## src/rtl/red_pitaya_fads_event_fifo.sv

```systemverilog
// rtl/red_pitaya_fads_event_fifo.sv - timestamped droplet event FIFO with system-bus readout
module red_pitaya_fads_event_fifo #(
    parameter int AW  = 4,
    parameter int DWT = 14
) (
    input  logic                  adc_clk_i,
    input  logic                  adc_rst_i,
    input  logic                  evt_valid_i,
    input  logic [31:0]           evt_width_i,
    input  logic signed [DWT-1:0] evt_intensity_i,
    input  logic [7:0]            evt_flags_i,
    input  logic [31:0]           sys_addr,
    input  logic [31:0]           sys_wdata,
    input  logic [3:0]            sys_sel,
    input  logic                  sys_wen,
    input  logic                  sys_ren,
    output logic [31:0]           sys_rdata,
    output logic                  sys_err,
    output logic                  sys_ack,
    output logic                  fifo_nempty_o
);

    localparam int DEPTH = 1 << AW;

    // Register map offsets within the 20-bit decode window
    localparam logic [19:0] A_STATUS = 20'h00;
    localparam logic [19:0] A_HEAD_T = 20'h04;
    localparam logic [19:0] A_HEAD_W = 20'h08;
    localparam logic [19:0] A_HEAD_F = 20'h0C;
    localparam logic [19:0] A_POP    = 20'h10;
    localparam logic [19:0] A_CTRL   = 20'h14;
    localparam logic [19:0] A_DROP   = 20'h18;
    localparam logic [19:0] A_TIME   = 20'h1C;

    // Record storage, kept as parallel arrays; never reset
    logic [31:0]           ts_mem    [DEPTH];
    logic [31:0]           width_mem [DEPTH];
    logic [7:0]            flags_mem [DEPTH];
    logic signed [DWT-1:0] int_mem   [DEPTH];

    logic [31:0]   ts_q,      ts_d;
    logic [AW-1:0] wr_ptr_q,  wr_ptr_d;
    logic [AW-1:0] rd_ptr_q,  rd_ptr_d;
    logic [AW:0]   count_q,   count_d;
    logic          ovf_q,     ovf_d;
    logic [31:0]   dropped_q, dropped_d;
    logic          enable_q,  enable_d;
    logic          ack_q,     ack_d;
    logic [31:0]   rdata_q,   rdata_d;

    logic [19:0]   addr;
    logic          empty;
    logic          full;
    logic          wr_pop;
    logic          wr_ctrl;
    logic          clr;
    logic          pop;
    logic          push_req;
    logic          push;
    logic          drop;
    logic [31:0]   rd_mux;
    logic [31:0]   head_ts;
    logic [31:0]   head_width;
    logic [7:0]    head_flags;
    logic signed [15:0] head_int16;
    logic          unused_bits;

    assign addr    = sys_addr[19:0];
    assign empty   = (count_q == '0);
    assign full    = (count_q == (AW+1)'(DEPTH));
    assign wr_pop  = sys_wen && (addr == A_POP);
    assign wr_ctrl = sys_wen && (addr == A_CTRL);
    assign clr     = wr_ctrl && sys_wdata[1];

    // A pop on an empty FIFO is simply ignored; a full FIFO still accepts a push
    // when a pop frees a slot in the same cycle.
    assign pop      = wr_pop && !empty;
    assign push_req = evt_valid_i && enable_q;
    assign push     = push_req && (!full || pop);
    assign drop     = push_req && full && !pop;

    // Head fields read as zero when nothing is stored
    assign head_ts    = empty ? 32'h0 : ts_mem[rd_ptr_q];
    assign head_width = empty ? 32'h0 : width_mem[rd_ptr_q];
    assign head_flags = empty ? 8'h0  : flags_mem[rd_ptr_q];
    assign head_int16 = empty ? 16'sh0 : 16'(int_mem[rd_ptr_q]);

    assign unused_bits = ^{sys_sel, sys_addr[31:20], sys_wdata[31:2]};

    // Register read multiplexer, evaluated in the request cycle
    always_comb begin
        rd_mux = 32'h0;
        case (addr)
            A_STATUS: rd_mux = {16'(count_q), 13'b0, ovf_q, full, empty};
            A_HEAD_T: rd_mux = head_ts;
            A_HEAD_W: rd_mux = head_width;
            A_HEAD_F: rd_mux = {head_flags, 8'h00, head_int16};
            A_CTRL:   rd_mux = {31'b0, enable_q};
            A_DROP:   rd_mux = dropped_q;
            A_TIME:   rd_mux = ts_q;
            default:  rd_mux = 32'h0;
        endcase
    end

    // Next-state logic; clear overrides any same-cycle push or pop
    always_comb begin
        ts_d      = ts_q + 32'd1;
        wr_ptr_d  = wr_ptr_q;
        rd_ptr_d  = rd_ptr_q;
        count_d   = count_q;
        ovf_d     = ovf_q;
        dropped_d = dropped_q;
        enable_d  = enable_q;
        ack_d     = sys_wen || sys_ren;
        rdata_d   = sys_ren ? rd_mux : 32'h0;

        if (wr_ctrl) begin
            enable_d = sys_wdata[0];
        end

        if (clr) begin
            wr_ptr_d  = '0;
            rd_ptr_d  = '0;
            count_d   = '0;
            ovf_d     = 1'b0;
            dropped_d = 32'h0;
        end else begin
            if (push) begin
                wr_ptr_d = wr_ptr_q + 1'b1;
            end
            if (pop) begin
                rd_ptr_d = rd_ptr_q + 1'b1;
            end
            if (push && !pop) begin
                count_d = count_q + 1'b1;
            end else if (pop && !push) begin
                count_d = count_q - 1'b1;
            end
            if (drop) begin
                ovf_d = 1'b1;
                if (dropped_q != 32'hFFFF_FFFF) begin
                    dropped_d = dropped_q + 32'd1;
                end
            end
        end
    end

    // State registers with synchronous reset
    always_ff @(posedge adc_clk_i) begin
        if (adc_rst_i) begin
            ts_q      <= 32'h0;
            wr_ptr_q  <= '0;
            rd_ptr_q  <= '0;
            count_q   <= '0;
            ovf_q     <= 1'b0;
            dropped_q <= 32'h0;
            enable_q  <= 1'b1;
            ack_q     <= 1'b0;
            rdata_q   <= 32'h0;
        end else begin
            ts_q      <= ts_d;
            wr_ptr_q  <= wr_ptr_d;
            rd_ptr_q  <= rd_ptr_d;
            count_q   <= count_d;
            ovf_q     <= ovf_d;
            dropped_q <= dropped_d;
            enable_q  <= enable_d;
            ack_q     <= ack_d;
            rdata_q   <= rdata_d;
        end
    end

    // Record write port; the timestamp is the counter value in the event cycle
    always_ff @(posedge adc_clk_i) begin
        if (push && !adc_rst_i) begin
            ts_mem[wr_ptr_q]    <= ts_q;
            width_mem[wr_ptr_q] <= evt_width_i;
            flags_mem[wr_ptr_q] <= evt_flags_i;
            int_mem[wr_ptr_q]   <= evt_intensity_i;
        end
    end

    assign sys_rdata     = rdata_q;
    assign sys_ack       = ack_q;
    assign sys_err       = 1'b0;
    assign fifo_nempty_o = !empty;

endmodule

```

## config.mk

```make
export PLATFORM = sky130hd
export DESIGN_NAME = red_pitaya_fads_event_fifo
export DESIGN_NICKNAME = d
export VERILOG_FILES = /design/src/rtl/red_pitaya_fads_event_fifo.sv
export SDC_FILE = /design/constraint.sdc
export NUM_CORES = 1
export LEC_CHECK = 0
export ABC_CLOCK_PERIOD_IN_PS = 12780
export CORE_ASPECT_RATIO = 0.6
export CORE_MARGIN = 2
export CORE_UTILIZATION = 31
export CTS_BUF_LIST = sky130_fd_sc_hd__clkbuf_2
export DETAILED_ROUTE_END_ITERATION = 8
export MAX_ROUTING_LAYER = met4
export PLACE_DENSITY = 0.45
export SYNTH_ARGS = -nofsm -noshare
export SYNTH_HDL_FRONTEND = slang
export SYNTH_SLANG_ARGS = --single-unit
```

## constraint.sdc

```tcl
create_clock -name adc_clk_i -period 12.78 [get_ports adc_clk_i]
set_clock_uncertainty 0.1 [all_clocks]
set_input_delay 1.278 -clock adc_clk_i [delete_from_list [all_inputs] [get_ports adc_clk_i]]
set_output_delay 1.278 -clock adc_clk_i [all_outputs]
set_load 0.05 [all_outputs]
```

==> summary.txt <==
Outcome
  • Status: finished, final reports clean

Detailed routing
  • DR vias: 29,700
  • DRC Markers: 0
  • Max layer used: met4
  • Via density: 5.04
  • M1 wire length: 73,100 um
  • Routed wire per std cell: 26.8 um
  • Post-route ant nets: 0
  • WL met2: 73,400 um
  • Met3 WL: 8450 um
  • Routed Wire Length: 158,000 um
  • First DRT Iteration DRCs: 2,822
  • DRT Pass-1 Iters: 7

Synthesis
  • Ys Warns: 0
  • Yosys cell types: 61
  • Post-Syn Area: 57,400 um^2
  • Synth Net Count: 2,896
  • Post-synth top cells: 1,376 x edfxtp_1, 377 x mux4_2, 116 x dfxtp_1
  • Post-synth EDFFs: 1,376
  • Ys async rst share: 0%
  • Area leader, netlist: edfxtp_1
  • Main synth FF type: edfxtp_1
  • Syn_area_per_cell: 20.8 um^2
  • Most frequent cell after synthesis: edfxtp_1
  • Area share of the largest cell type after synthesis: 72.0%
  • #FFs+latches synth: 1,492
  • Synth area leaders: edfxtp_1 72%, mux4_2 15%, dfxtp_1 4.0%, a22oi_1 0.85%, nor2_1 0.58%
  • Sequential element share of the synthesized area: 76.0%
  • Post-synthesis cell count: 2,757

Hold path
  • Hold Path End: ts_q[16]
  • Hold path start: adc_rst_i
  • Worst hold path stage count: 3
  • Worst Hold Class: in -> reg

Power
  • Gate power share: 3.5%
  • Cell Pwr Density: 135 nW/um^2
  • Internal: 6.65 mW
  • Switching pwr: 2.11 mW
  • Lkg Pwr: 20.0 nW
  • Sw frac: 24.1%
  • Peak VDD IR: 0.0493 mV
  • Clock network power share: 35.0%
  • Register share of total power: 61.5%

Floorplan
  • Die width: 560 um
  • Die ar.: 189,000 um^2
  • Die Ht: 337 um
  • CORE AREA: 184,000 um^2
  • IO Count: 162
  • Initial core utilization: 31.2%
  • Std cell rows: 122

Setup path
  • Max Fanout on Critical Path: 15
  • Crit Path Category: reg -> out
  • Critical path's slowest cell: clkdlybuf4s50_1
  • Worst EP required: 11.40 ns
  • Reg2reg end: sys_rdata[5]
  • Cell breakdown of the critical path: or4_4, nor2_1, inv_1, clkdlybuf4s50_1
  • Startpoint Class: flip-flop
  • Worst Path Arrival: 3.99 ns
  • Reg2Reg Setup Slack: 7.90 ns
  • Max incr delay on CP: 0.83 ns
  • Reg2reg path depth: 9
  • Crit end category: primary output

Layout
  • Layout area overhead: 13.1%
  • Final Instance Area: 64,900 um^2
  • Finished Layout Cells: 5,885
  • # fillers: 17,200
  • Net count, final: 3,288
  • Area of the multi-input gates: 13,100 um^2
  • Sequential cell area: 43,700 um^2
  • Share of cells above drive strength 1: 31.0%

Global route
  • First-pass GRT wire length: 224,000 um
  • Largest net degree at the start of global routing: 110
  • Vias in the first global route: 30,700
  • Total gr overflow: 0
  • GRT Total Usage: 17.0%
  • Initial antenna violation count: 12

Clocking
  • Hold-fix buffers, CTS: 0
  • Post-CTS sizing: 0
  • Cts bufs inserted: 348
  • Clock root cell: clkbuf_2
  • H-tree depth: 5
  • Maximum clock path buffer count: 4
  • Clock Latency Late Sink: 1.49 ns
  • Setup bufs post-CTS: 0
  • Clock Pin Slew Worst Setup and Hold Paths: 0.12 ns
  • CTS sink count: 1,492
  • TritonCTS clock tree: yes

Timing
  • Setup repair after global routing missed its margin: no
  • Final max-slew violation count: 0
  • Final hold viol count: 0
  • Post-Route Setup TNS: 0 ns
  • Maximum clock rate: 186 MHz
  • Max-slew headroom: 24.2%
  • Period utilisation layout: 42.0%
  • Endpoints failing setup: 0
  • Worst Tran Pin Value: 1.14 ns
  • Min Tclk post-route: 5.37 ns

Placed design
  • Cell Area, Placed: 61,800 um^2
  • Post-DP HPWL: 87,500 um
  • PortBufs: 114
  • Placed instance count: 5,279
  • Final Wtd Congestion: 0.820

Flow run
  • Max Cap Viol: 0
==> routing by layer <==
| layer | vias to the layer above | track usage, % |
|---|---|---|
| met2 | 966 | 26.2 |
| met4 | 0 | 4.41 |
| met1 | 15900 | 23.5 |
| met5 | - | - |
| met3 | 250 | 2.96 |
| li1 | 12600 | - |
==> per-stage QoR <==
stage / power (mW) / util, % / setup WS [ns] / hold WS, ns
floorplan: 5.66 / - / 1.16 / 0.325
global placement: 5.81 / 33.6 / 6.27 / 0.343
detailed placement: 5.82 / 33.6 / 6.35 / 0.343
CTS: 8.90 / 35.2 / 7.13 / 0.0117
global route: 9.16 / 35.2 / 7.13 / 0.100
finish: 8.76 / 35.2 / 7.41 / 0.239
==> flip-flops by register name, indices dropped and copies added, names as in the netlist, named ones only <==
name,cells
dropped_q,32
wr_ptr_q,4
sys_rdata,32
width_mem,512
flags_mem,128
int_mem,224
rd_ptr_q,4
sys_ack,1
enable_q,1
ts_mem,512
ts_q,32
ovf_q,1
count_q,5
==> worst max path at each step <==
stage,to,cells past startpoint,from
finish,fifo_nempty_o,4,count_q[0]
global route,fifo_nempty_o,4,count_q[0]
CTS,fifo_nempty_o,4,count_q[0]
detailed placement,int_mem[3][7],10,sys_addr[16]
global placement,int_mem[3][7],10,sys_addr[16]
floorplan,flags_mem[0][0],7,sys_addr[9]
==> critical path, delay by kind of cell, from the launching register on <==
family / cells / cell delay, ns
DFF: 1 / 0.40
and+or+nand+nor: 2 / 0.90
buffers and inverters: 2 / 1.25
==> power groups by stage <==
stage	clock network, mW	logic [mW]	registers [mW]
after floorplan	0	0.150	5.51
after global placement	0	0.313	5.50
after detailed placement	0	0.317	5.50
after CTS	3.20	0.318	5.39
after global routing	3.43	0.339	5.40
final	3.06	0.310	5.39
==> cell families (layout without fill, tap and decap cells) <==
kind of cell               Yosys count  count (layout)  share of synthesized area (%)
muxes                              415             415                           15.5
other                                1               6                        0.00653
adders and majority gates           12              12                          0.275
DFF                               1492            1492                           76.0
AOI/OAI and AO/OA                  250             250                           3.04
buffers and inverters              188             831                           1.34
and+or+nand+nor                    355             355                           3.16
xor gates and xnor gates            44              44                          0.671
==> cell type report <==
class                           count  share of cell area [%]
Sequential cell                  1492                    67.2
Multi-Input combinational cell   1077                    20.2
Tap cell                         2480                    4.78
Clock buffer                      510                    3.93
Timing Repair Buffer              193                    2.76
Clock inverter                     91                   0.836
Inverter                           37                   0.214
Antenna cell                        5                  0.0193
==> cells in the final DEF (no fill, tap or decap), drive strengths merged, types with 9 or more instances in the layout <==
cell type / instances
nand2: 78
a222oi: 11
and2: 11
xnor2: 19
a22o: 9
clkinv: 79
o22ai: 30
clkdlybuf4s50: 113
inv: 42
or4: 15
a21oi: 57
dfxtp: 116
o21ai: 20
mux2: 17
buf: 80
o221ai: 18
nor4: 22
and3: 12
a22oi: 65
ha: 11
clkbuf: 510
or3: 13
nor3: 21
nand4: 23
o22a: 10
nor2: 89
mux4: 377
nand3: 39
mux2i: 21
xor2: 25
edfxtp: 1376
(Power assumes the default switching activity.)
